$ cat src/rtl/gray2bin_arbiter.sv
// Round-robin arbiter feeding a single shared Gray-to-binary converter.
// One requester is accepted at a time; its result leaves on a valid/ready port tagged with its ID.

module gray2bin #(
  parameter int WIDTH = 8
) (
  input  logic [WIDTH-1:0] gray_in,
  output logic [WIDTH-1:0] binary_out
);

  // Each binary bit is the XOR of every Gray bit at or above it.
  for (genvar gi = 0; gi < WIDTH; gi++) begin : g_bit
    assign binary_out[gi] = ^gray_in[WIDTH-1:gi];
  end

endmodule

module gray2bin_arbiter #(
  parameter int DATA_WIDTH = 8,
  parameter int NUM_REQ    = 4,
  parameter int ID_WIDTH   = 2
) (
  input  logic                          clk,
  input  logic                          rst_n,
  input  logic [NUM_REQ-1:0]            req_valid,
  input  logic [NUM_REQ*DATA_WIDTH-1:0] req_gray,
  output logic [NUM_REQ-1:0]            req_ready,
  output logic                          out_valid,
  input  logic                          out_ready,
  output logic [DATA_WIDTH-1:0]         out_binary,
  output logic [ID_WIDTH-1:0]           out_id,
  output logic [15:0]                   done_count
);

  typedef enum logic [1:0] {
    IDLE = 2'd0,
    CONV = 2'd1,
    OUT  = 2'd2
  } state_t;

  state_t                state_q;
  logic [ID_WIDTH-1:0]   rr_ptr_q;
  logic [ID_WIDTH-1:0]   rr_ptr_d;
  logic [DATA_WIDTH-1:0] hold_gray_q;
  logic [ID_WIDTH-1:0]   hold_id_q;
  logic                  out_valid_q;
  logic [DATA_WIDTH-1:0] out_binary_q;
  logic [ID_WIDTH-1:0]   out_id_q;
  logic [15:0]           done_count_q;

  logic                  grant_found;
  logic [ID_WIDTH-1:0]   grant_id;
  logic [DATA_WIDTH-1:0] sel_gray;
  logic [DATA_WIDTH-1:0] conv_binary;

  // Search starts at rr_ptr and wraps, so the last-served requester goes to the back.
  always_comb begin
    int idx;
    grant_found = 1'b0;
    grant_id    = '0;
    idx         = 0;
    for (int j = 0; j < NUM_REQ; j++) begin
      idx = (int'(rr_ptr_q) + j) % NUM_REQ;
      if (!grant_found && req_valid[ID_WIDTH'(idx)]) begin
        grant_found = 1'b1;
        grant_id    = ID_WIDTH'(idx);
      end
    end
  end

  always_comb begin
    req_ready = '0;
    if (state_q == IDLE && grant_found) begin
      req_ready[grant_id] = 1'b1;
    end
  end

  assign sel_gray = req_gray[int'(grant_id)*DATA_WIDTH +: DATA_WIDTH];
  assign rr_ptr_d = (hold_id_q == ID_WIDTH'(NUM_REQ - 1)) ? '0 : hold_id_q + 1'b1;

  gray2bin #(
    .WIDTH (DATA_WIDTH)
  ) u_conv (
    .gray_in    (hold_gray_q),
    .binary_out (conv_binary)
  );

  always_ff @(posedge clk or negedge rst_n) begin
    if (!rst_n) begin
      state_q      <= IDLE;
      rr_ptr_q     <= '0;
      hold_gray_q  <= '0;
      hold_id_q    <= '0;
      out_valid_q  <= 1'b0;
      out_binary_q <= '0;
      out_id_q     <= '0;
      done_count_q <= '0;
    end else begin
      case (state_q)
        IDLE: begin
          if (grant_found) begin
            hold_gray_q <= sel_gray;
            hold_id_q   <= grant_id;
            state_q     <= CONV;
          end
        end
        CONV: begin
          out_binary_q <= conv_binary;
          out_id_q     <= hold_id_q;
          out_valid_q  <= 1'b1;
          state_q      <= OUT;
        end
        OUT: begin
          if (out_ready) begin
            out_valid_q  <= 1'b0;
            done_count_q <= done_count_q + 16'd1;
            rr_ptr_q     <= rr_ptr_d;
            state_q      <= IDLE;
          end
        end
        default: state_q <= IDLE;
      endcase
    end
  end

  assign out_valid  = out_valid_q;
  assign out_binary = out_binary_q;
  assign out_id     = out_id_q;
  assign done_count = done_count_q;

endmodule

$ cat config.mk
export PLATFORM = sky130hd
export DESIGN_NAME = gray2bin_arbiter
export DESIGN_NICKNAME = d
export VERILOG_FILES = /design/src/rtl/gray2bin_arbiter.sv
export SDC_FILE = /design/constraint.sdc
export NUM_CORES = 1
export LEC_CHECK = 0
export BUFFER_PORTS_ARGS = -buffer_cell sky130_fd_sc_hd__buf_2
export CORE_UTILIZATION = 36
export DETAILED_ROUTE_END_ITERATION = 12
export PLACE_DENSITY = 0.67
export SETUP_SLACK_MARGIN = 0.02
export SLEW_MARGIN = 30
export SYNTH_ARGS = -nofsm -noshare
export SYNTH_HDL_FRONTEND = slang
export SYNTH_HIERARCHICAL = 1
export SYNTH_SLANG_ARGS = --single-unit
$ cat constraint.sdc
create_clock -name clk -period 1.9 [get_ports clk]
set_input_delay 0.095 -clock clk [delete_from_list [all_inputs] [get_ports clk]]
set_output_delay 0.095 -clock clk [all_outputs]
set_load 0.01 [all_outputs]
# == Word-level counts from Yosys, hierarchy flattened ==
# Cells that the tools add are included.
# word_totals
reg_bits,41
input_bits,39
elab_cells,75
# op_classes
add_sub_neg,5
order_cmp,6
n_eq_ne,5
shifts,1
muxes,29
reduce_logical,21
# op_table
cell,n
32-bit by 6-bit variable part select with 8-bit output,1
"16-bit by 1-bit adder with 16-bit output, second input constant",1
"2-bit by 4-bit less-than comparator with 1-bit output, second input constant",4
1-bit two-way mux,14
2-bit two-way mux,7
1-bit binary-select mux with 2-bit select,4
2-bit AND reduction,4
8-bit XOR reduction,1
7-bit XOR reduction,1
2-bit one-hot mux with 3 select lines,1
6-bit XOR reduction,1
1-bit logical AND,5
5-bit XOR reduction,1
"2-bit by 1-bit adder with 2-bit output, second input constant",2
"2-bit adder, second input constant",2
"2-bit == test, second input constant",2
4-bit two-way mux,1
"2-bit != test, second input constant",2
4-bit XOR reduction,1
1-bit zero test,3
"2-bit by 3-bit less-than comparator with 1-bit output, second input constant",1
3-bit XOR reduction,1
1-bit demux with 2-bit select,1
"2-bit by 1-bit == test with 1-bit output, second input constant",1
other kinds (5),5

# == Depth between registers and ports, before layout ==
# Gate-level depths: netlist of the first run.
# depth
ltp_word,18
depth_mapped,7

# == By module ==
# The synthesis of the first run kept the hierarchy.
# by_module_without_submodules
module,instances,cells_each,area_each_um2,seq_area_each_um2
gray2bin_arbiter,1,170,1929.4,1026.0
gray2bin,1,10,125.1,0.0

# == Worst setup path after synthesis of the first run ==
# Ideal clock, no wire load.
# synth_path
path_type,register to register
start,register hold_gray_q[7]
end,"register out_binary_q[1], in the netlist out_binary[1]"
setup_ns,0.125
arrival_time_ns,1.661
required_time_ns,1.775
slack_ns,0.114
stages_incl_launch_ff,5
synth_period_minus_slack_ns,1.786
path_cell_list,dfrtp_1 > xor3_2 > xnor3_2 > xor2_1 > mux2_2
# synth_between
elab_chain_len,1
# synth_rtl
item,line_no,source
"start, declared",44,logic [DATA_WIDTH-1:0] hold_gray_q;
"start signal, assigned",102,hold_gray_q <= sel_gray;
7-bit XOR reduction,13,assign binary_out[gi] = ^gray_in[WIDTH-1:gi];
named net conv_binary[1],54,logic [DATA_WIDTH-1:0] conv_binary;
"end signal, assigned",108,out_binary_q <= conv_binary;
"end, declared",47,logic [DATA_WIDTH-1:0] out_binary_q;
# The timed path passes the listed nets, and every way through them passes these cells.
# A chain may end at the register's enable or synchronous reset.

# == Worst setup path in the final report of the first run ==
# layout_path
start,register hold_gray_q[6]
end,"register out_binary_q[1], in the netlist out_binary[1]"
# The elaborated chain is that of the path after synthesis.

==> flow_metrics.env, run 1 <==
export IMPL_yosysWarnings=6
export IMPL_rr_endpoint="out_binary[1]"
export IMPL_r2r_slack_ps=70
export IMPL_syn_avg_cell_area_sq_um=11.4
export IMPL_netlist_instances=180
export IMPL_placementRows=27
export IMPL_p_per_area_nw_per_um2=1550
export IMPL_wl_per_cell_um=12.5
export IMPL_yosysTopAreaCell="dfrtp_1"
export IMPL_synth_edf_count=0
export IMPL_synthTopCellsByCount="dfrtp_1, nand2_1, mux2i_1, xnor2_1, nor2_1"
export IMPL_p_leak_uw=0.00136
export IMPL_synthTopCellsByArea="dfrtp_1, mux2i_1, xnor2_1"
export IMPL_crit_path_max_fanout=3
export IMPL_hold_class="in2reg"
export IMPL_fmax_mhz=546
export IMPL_hpwl_um=3200
export IMPL_rsz0062_at_grt="yes"
export IMPL_period_share_pct=96.4
export IMPL_num_fill_cells=538
export IMPL_power_uw=4130
export IMPL_drv_slew=0
export IMPL_route_vias_total=1587
export IMPL_syn2layout_area_growth_pct=29.7
export IMPL_synth_distinct_cells=37
export IMPL_numCtsBuffers=5
export IMPL_antenna_cells=0
export IMPL_async_flop_share_pct=100
export IMPL_cts_buffer_depth=2
export IMPL_cap_violations=0
export IMPL_syn_num_nets=221
export IMPL_timing_rr_start="hold_gray_q[6]"
export IMPL_grt_overflow_total=0
export IMPL_cts_sinks=41
export IMPL_antenna_found_initial=0
export IMPL_max_slew_margin_pct=74.2
export IMPL_postRouteAntennaNets=0
export IMPL_netlist_area_sq_um=2050
export IMPL_worstPathArrival_ps=2000
export IMPL_worstPathRequired_ps=2070
export IMPL_yosysMostFrequentCell="dfrtp_1"
export IMPL_drc_errors=0
export IMPL_yosysTopAreaCellShare_pct=49.9
export IMPL_vias_per_cell=4.75
export IMPL_hold_viol_final=0
export IMPL_dieArea_sq_um=6010
export IMPL_rr_worst_depth=4
export IMPL_cts_tree="done"
export IMPL_ioPinCount=70
export IMPL_drt_iter0_markers=54
export IMPL_critPathKind="reg2reg"
export IMPL_synthFlopType="dfrtp_1"
export IMPL_grt_pass1_wl_um=7200
export IMPL_root_buffer="clkbuf_8"
export IMPL_detailedPlace_worstSlack_ps=85.9
export IMPL_status="finished clean"
export IMPL_routed_wl_um=4190
export IMPL_core_area_sq_um=5510
export IMPL_grt_pass1_vias=1514
export IMPL_die_h_um=77.5
export IMPL_min_to="hold_gray_q[5]"
export IMPL_die_w_um=77.5
export IMPL_holdPathStages=3
export IMPL_start_kind="register"
export IMPL_synth_seq_area_share_pct=49.9
export IMPL_insertion_delay_ps=290
export IMPL_ys_ff_latch=41
export IMPL_postLayoutSetupSlackWorst_ps=68.7
export IMPL_layout_min_cycle_time_ps=1830
export IMPL_drive_gt1_share_pct=41.6
export IMPL_start_util_pct=37.3
export IMPL_fin_nets=303
export IMPL_peakVddDrop_uv=681
export IMPL_grt_max_degree=20
export IMPL_htreeDepth=2
export IMPL_worstHoldStart="req_gray[5]"
export IMPL_track_usage_pct=15.4
export IMPL_io_buffers=69
export IMPL_cp_end_kind="register"
export IMPL_dr_pass1_iters=4
export IMPL_clk_pin_slew_worst_paths_ps=80
export IMPL_tightest_slew_ps=387
export IMPL_place_congestion=0.774
export IMPL_finalClockSkew_ps=7.52
export IMPL_setup_viol=0
==> cell families after synthesis <==
kind of cell	count (synthesis)	synth area share [%]
AND/OR/NAND/NOR	57	13.0
multiplexers	26	13.3
adder cells (fa/ha/maj)	2	1.22
XOR/XNOR	24	12.1
buffers and inverters	12	3.65
flip-flops	41	49.9
AO/OA/AOI/OAI	18	6.82
==> layout make-up <==
type	instances	area [sq um]	share of cell area, %
sequential	41	1030	38.5
clock inverter	2	35.0	1.32
tap	72	90.1	3.38
inverter	5	18.8	0.705
timing repair buffer	82	458	17.2
clock buffer	5	68.8	2.58
multi-input combinational	127	967	36.3
==> worst max-delay path by stage <==
| stage | start | endpoint | slack (ps) | cells after the start |
|---|---|---|---|---|
| 6_report | hold_gray_q[6] | out_binary[1] | 70 | 4 |
| 5_1_grt | rr_ptr_q[1] | hold_gray_q[4] | 20 | 7 |
| 4_1_cts | rr_ptr_q[0] | req_ready[3] | -2 | 6 |
| 3_5_place_dp | hold_gray_q[6] | out_binary[1] | 90 | 4 |
| 3_3_place_gp | hold_gray_q[6] | out_binary[1] | 110 | 4 |
| 2_1_floorplan | hold_gray_q[7] | out_binary[1] | 110 | 4 |
==> where the power goes <==
group	leakage (uW)	internal (uW)	switching [uW]
Combinational	0.000794	1110	914
Clock	0.0000540	382	284
Sequential	0.000517	1190	246
==> timing repair <==
action / in CTS / in global routing
hold endpoints to repair: 15 / 0
hold buffers: 1 / 0
pin swaps: 0 / 2
setup buffers: 0 / 5
resized for setup: 0 / 4
setup endpoints to repair: 2 / 4
gates cloned: 0 / 0
==> flip-flops by register name, summed over array words and instances, names as in the netlist <==
register / flops
hold_id_q: 2
rr_ptr_q: 2
done_count: 16
out_valid: 1
out_binary: 8
state_q: 2
hold_gray_q: 8
out_id: 2
==> critical path, cell delays in order, from the launching register on <==
cell and delay (ps):
dfrtp_1 430, xor3_2 440, xnor3_2 430, xor2_1 160
mux2_2 260
==> metal layers <==
layer | wire (um) | GRT usage (%) | vias up
met5 | 0 | 0 | -
met4 | 65 | 5.09 | 0
met3 | 251 | 4.47 | 8
met2 | 1910 | 24.8 | 58
met1 | 1960 | 19.7 | 734
li1 | - | - | 787
==> placed cells by master, fill, tap and decap left out, types with 2 or more instances in the layout <==
cell / count
a21o_1: 2
nor2_1: 11
o221ai_1: 8
dfrtp_1: 41
buf_2: 69
and3_1: 2
clkbuf_8: 5
mux2i_1: 15
nor2b_1: 2
inv_1: 3
nand3_1: 3
nand2_1: 26
buf_4: 11
ha_1: 2
xnor2_1: 13
mux2_2: 10
xor2_1: 8
nand4_1: 3
inv_2: 2
a21oi_1: 2
nand2b_1: 3
==> metrics by stage <==
stage               cell area, sq um  cells  hold WS [ps]  utilization, %  TNS, ps
floorplan                       2050    180          -201               -        0
global placement                2500    321          29.1            45.4        0
detailed placement              2500    321          35.6            45.4        0
CTS                             2610    329           111            47.4    -2.46
global route                    2660    334           133            48.4        0
finish                          2660    334           121            48.4        0
(Power assumes the default switching activity.)
==> run 2: changes to the inputs <==
- ABC_AREA: not set -> 1
- PLACE_DENSITY: 0.67 -> 0.64
==> run 2 against run 1 <==
The run now ends with negative setup slack left. Cell count rose by 62%. Critical path depth rose by 7. Synthesized cell count rose by 96%. Combinational power rose by 94%. Clock power rose by 24%. Sequential cell count did not move. Worst setup slack got worse by 200 ps. Critical endpoint is now req_ready[3]. Largest power group unchanged.
==> flow_metrics.env, run 2 <==
export IMPL_synthTopCellsByArea="dfrtp_1, nand2_1, nand3_1"
export IMPL_synth_edf_count=0
export IMPL_syn_avg_cell_area_sq_um=7.46
export IMPL_postLayoutSetupSlackWorst_ps=-136
export IMPL_wl_per_cell_um=11.0
export IMPL_yosysTopAreaCellShare_pct=39.1
export IMPL_cp_end_kind="output port"
export IMPL_critPathKind="reg2out"
export IMPL_regArea_sq_um=1030
export IMPL_top_layer="met4"
export IMPL_die_w_um=87.4
export IMPL_htreeDepth=2
export IMPL_grt_pass1_wl_um=10100
export IMPL_yosysTopAreaCell="dfrtp_1"
export IMPL_hold_viol_final=0
export IMPL_p_per_area_nw_per_um2=1780
export IMPL_finalClockSkew_ps=6.59
export IMPL_hpwl_um=4310
export IMPL_period_share_pct=107
export IMPL_dieArea_sq_um=7640
export IMPL_die_h_um=87.4
export IMPL_power_uw=6250
export IMPL_cts_buffer_depth=2
export IMPL_detailedPlace_worstSlack_ps=118
export IMPL_grt_overflow_total=0
export IMPL_synthSimpleGateAreaFrac_pct=42.7
export IMPL_route_vias_total=2463
export IMPL_placementRows=30
export IMPL_muxShareOfSynthArea_pct=3.43
export IMPL_place_congestion=0.908
export IMPL_yosysMostFrequentCell="nand2_1"
export IMPL_vias_per_cell=4.56
export IMPL_synth_distinct_cells=30
export IMPL_dr_pass1_iters=4
export IMPL_antenna_cells=0
export IMPL_start_kind="register"
export IMPL_worst_hold_slack_ps=29.5
export IMPL_drive_gt1_share_pct=38.5
export IMPL_layout_min_cycle_time_ps=2040
export IMPL_synthAdderAreaFrac_pct=0.953
export IMPL_num_fill_cells=688
export IMPL_fmax_mhz=491
export IMPL_cts_tree="done"
export IMPL_drc_errors=0
export IMPL_numCtsBuffers=5
export IMPL_insertion_delay_ps=290
export IMPL_synth_xor_area_share_pct=5.34
export IMPL_multiInputGateArea_sq_um=1540
export IMPL_crit_path_max_fanout=5
export IMPL_track_usage_pct=16.6
export IMPL_drt_iter0_markers=74
export IMPL_status="finished, violations left"
export IMPL_synthTopCellsByCount="nand2_1, nand3_1, dfrtp_1, inv_1, nand2_2"
export IMPL_postRouteAntennaNets=0
export IMPL_ioPinCount=70
export IMPL_antenna_found_initial=0
export IMPL_async_flop_share_pct=100
export IMPL_netlist_instances=352
export IMPL_cap_violations=0
export IMPL_start_util_pct=38.0
export IMPL_worstPathRequired_ps=1800
export IMPL_syn2layout_area_growth_pct=33.3
export IMPL_root_buffer="clkbuf_8"
export IMPL_p_leak_uw=0.00195
export IMPL_ys_ff_latch=41
export IMPL_synth_top_family_by_area="simple AND/OR/NAND/NOR gates"
export IMPL_core_area_sq_um=6910
export IMPL_synth_seq_area_share_pct=39.1
export IMPL_synth_compound_area_share_pct=1.95
export IMPL_dp_cells=516
export IMPL_worstPathArrival_ps=1940
export IMPL_wl_met2_um=2570
export IMPL_drv_slew=0
export IMPL_setup_viol=12
export IMPL_grt_max_degree=42
export IMPL_violations="negative setup slack"
export IMPL_io_buffers=69
export IMPL_final_common_cell="nand2_1"
export IMPL_max_slew_margin_pct=66.4
export IMPL_clk_pin_slew_worst_paths_ps=80
export IMPL_grt_pass1_vias=2193
export IMPL_routed_wl_um=5970
export IMPL_layout_cells_non_filler=540
export IMPL_wl_met3_um=298
export IMPL_hold_class="in2reg"
export IMPL_layout_common_cells="nand2_1, buf_2, nand3_1, dfrtp_1, nand2_2"
export IMPL_yosysWarnings=6
export IMPL_synthFlopType="dfrtp_1"
export IMPL_fin_setup_tns_ps=-1120
export IMPL_fin_nets=484
export IMPL_wl_met1_um=3000
export IMPL_cts_sinks=41
export IMPL_tightest_slew_ps=504
export IMPL_syn_num_nets=393
export IMPL_peakVddDrop_uv=896
export IMPL_rsz0062_at_grt="yes"
export IMPL_netlist_area_sq_um=2630
export IMPL_largest_reg_flops=16
[run 2: changes by cell type after synthesis, moves of 8 or more]
| cell | previous run | this run |
|---|---|---|
| nand2_1 | 27 | 150 |
| nand3_1 | 3 | 44 |
| nand2_2 | 0 | 18 |
| inv_1 | 3 | 19 |
| mux2i_1 | 16 | 0 |
| o221ai_1 | 8 | 0 |
[run 2: path summary, 6_finish.rpt]
kind | from | to | slack, ps | cells after the start
max | rr_ptr_q[0] | req_ready[3] | -140 | 11
min | out_ready | state_q[1] | 30 | 2
max reg2reg | rr_ptr_q[0] | hold_gray_q[6] | -110 | 12
min reg2reg | done_count[15] | done_count[15] | 470 | 1
max in group asynchronous | rst_n | rr_ptr_q[0] | 1120 | 3
min in group asynchronous | rst_n | done_count[7] | 390 | 3
[run 2: timing repair]
action | CTS | global route
gates cloned | 2 | 0
buffers inserted | 13 | 0
endpoints found under the hold margin | 41 | 0
resized for setup | 25 | 17
pin swaps | 14 | 16
endpoints found under the setup margin | 4 | 15
hold buffers | 1 | 0
[run 2: area by class of cell]
cell class / count / area share [%]
clock buffers: 5 / 1.96
flip-flops and latches: 41 / 29.4
inverters: 29 / 3.22
repair buffers: 91 / 15.9
repair inverters: 1 / 0.214
clock inverters: 3 / 1.86
multi-input cells: 274 / 44.1
well taps: 96 / 3.43
[run 2: logic make-up after synthesis]
logic type	after synthesis
xor+xnor	16
fa+ha+maj	2
buf+inv	37
compound gates	9
flops	41
simple gates	239
mux	8
[run 2: power breakdown]
group          switching (uW)  leakage (uW)  internal [uW]
registers                 299      0.000519           1180
logic                    2300       0.00136           1640
clock network             301     0.0000681            522
[run 2: worst max-delay path, stage by stage (launching register included)]
cell and delay (ps):
dfrtp_2 470, buf_6 140, nand2_1 50, nand2_1 120, nand2_1 70, nand2_1 140
nand2_2 90, nand2_2 110, nand2_4 80, buf_8 130, a21oi_2 110, buf_2 140
[run 2: routing by layer]
| metal | vias up | GRT usage, % |
|---|---|---|
| li1 | 1291 | - |
| met1 | 1084 | 23.6 |
| met2 | 78 | 25.4 |
| met3 | 10 | 3.22 |
| met4 | 0 | 5.07 |
| met5 | - | 0 |
[run 2: metrics by stage]
| stage | utilization [%] | instance area [sq um] |
|---|---|---|
| after floorplan | - | 2630 |
| after global placement | 44.6 | 3080 |
| after detailed placement | 44.6 | 3080 |
| after CTS | 49.7 | 3430 |
| after global routing | 50.7 | 3500 |
| final | 50.7 | 3500 |
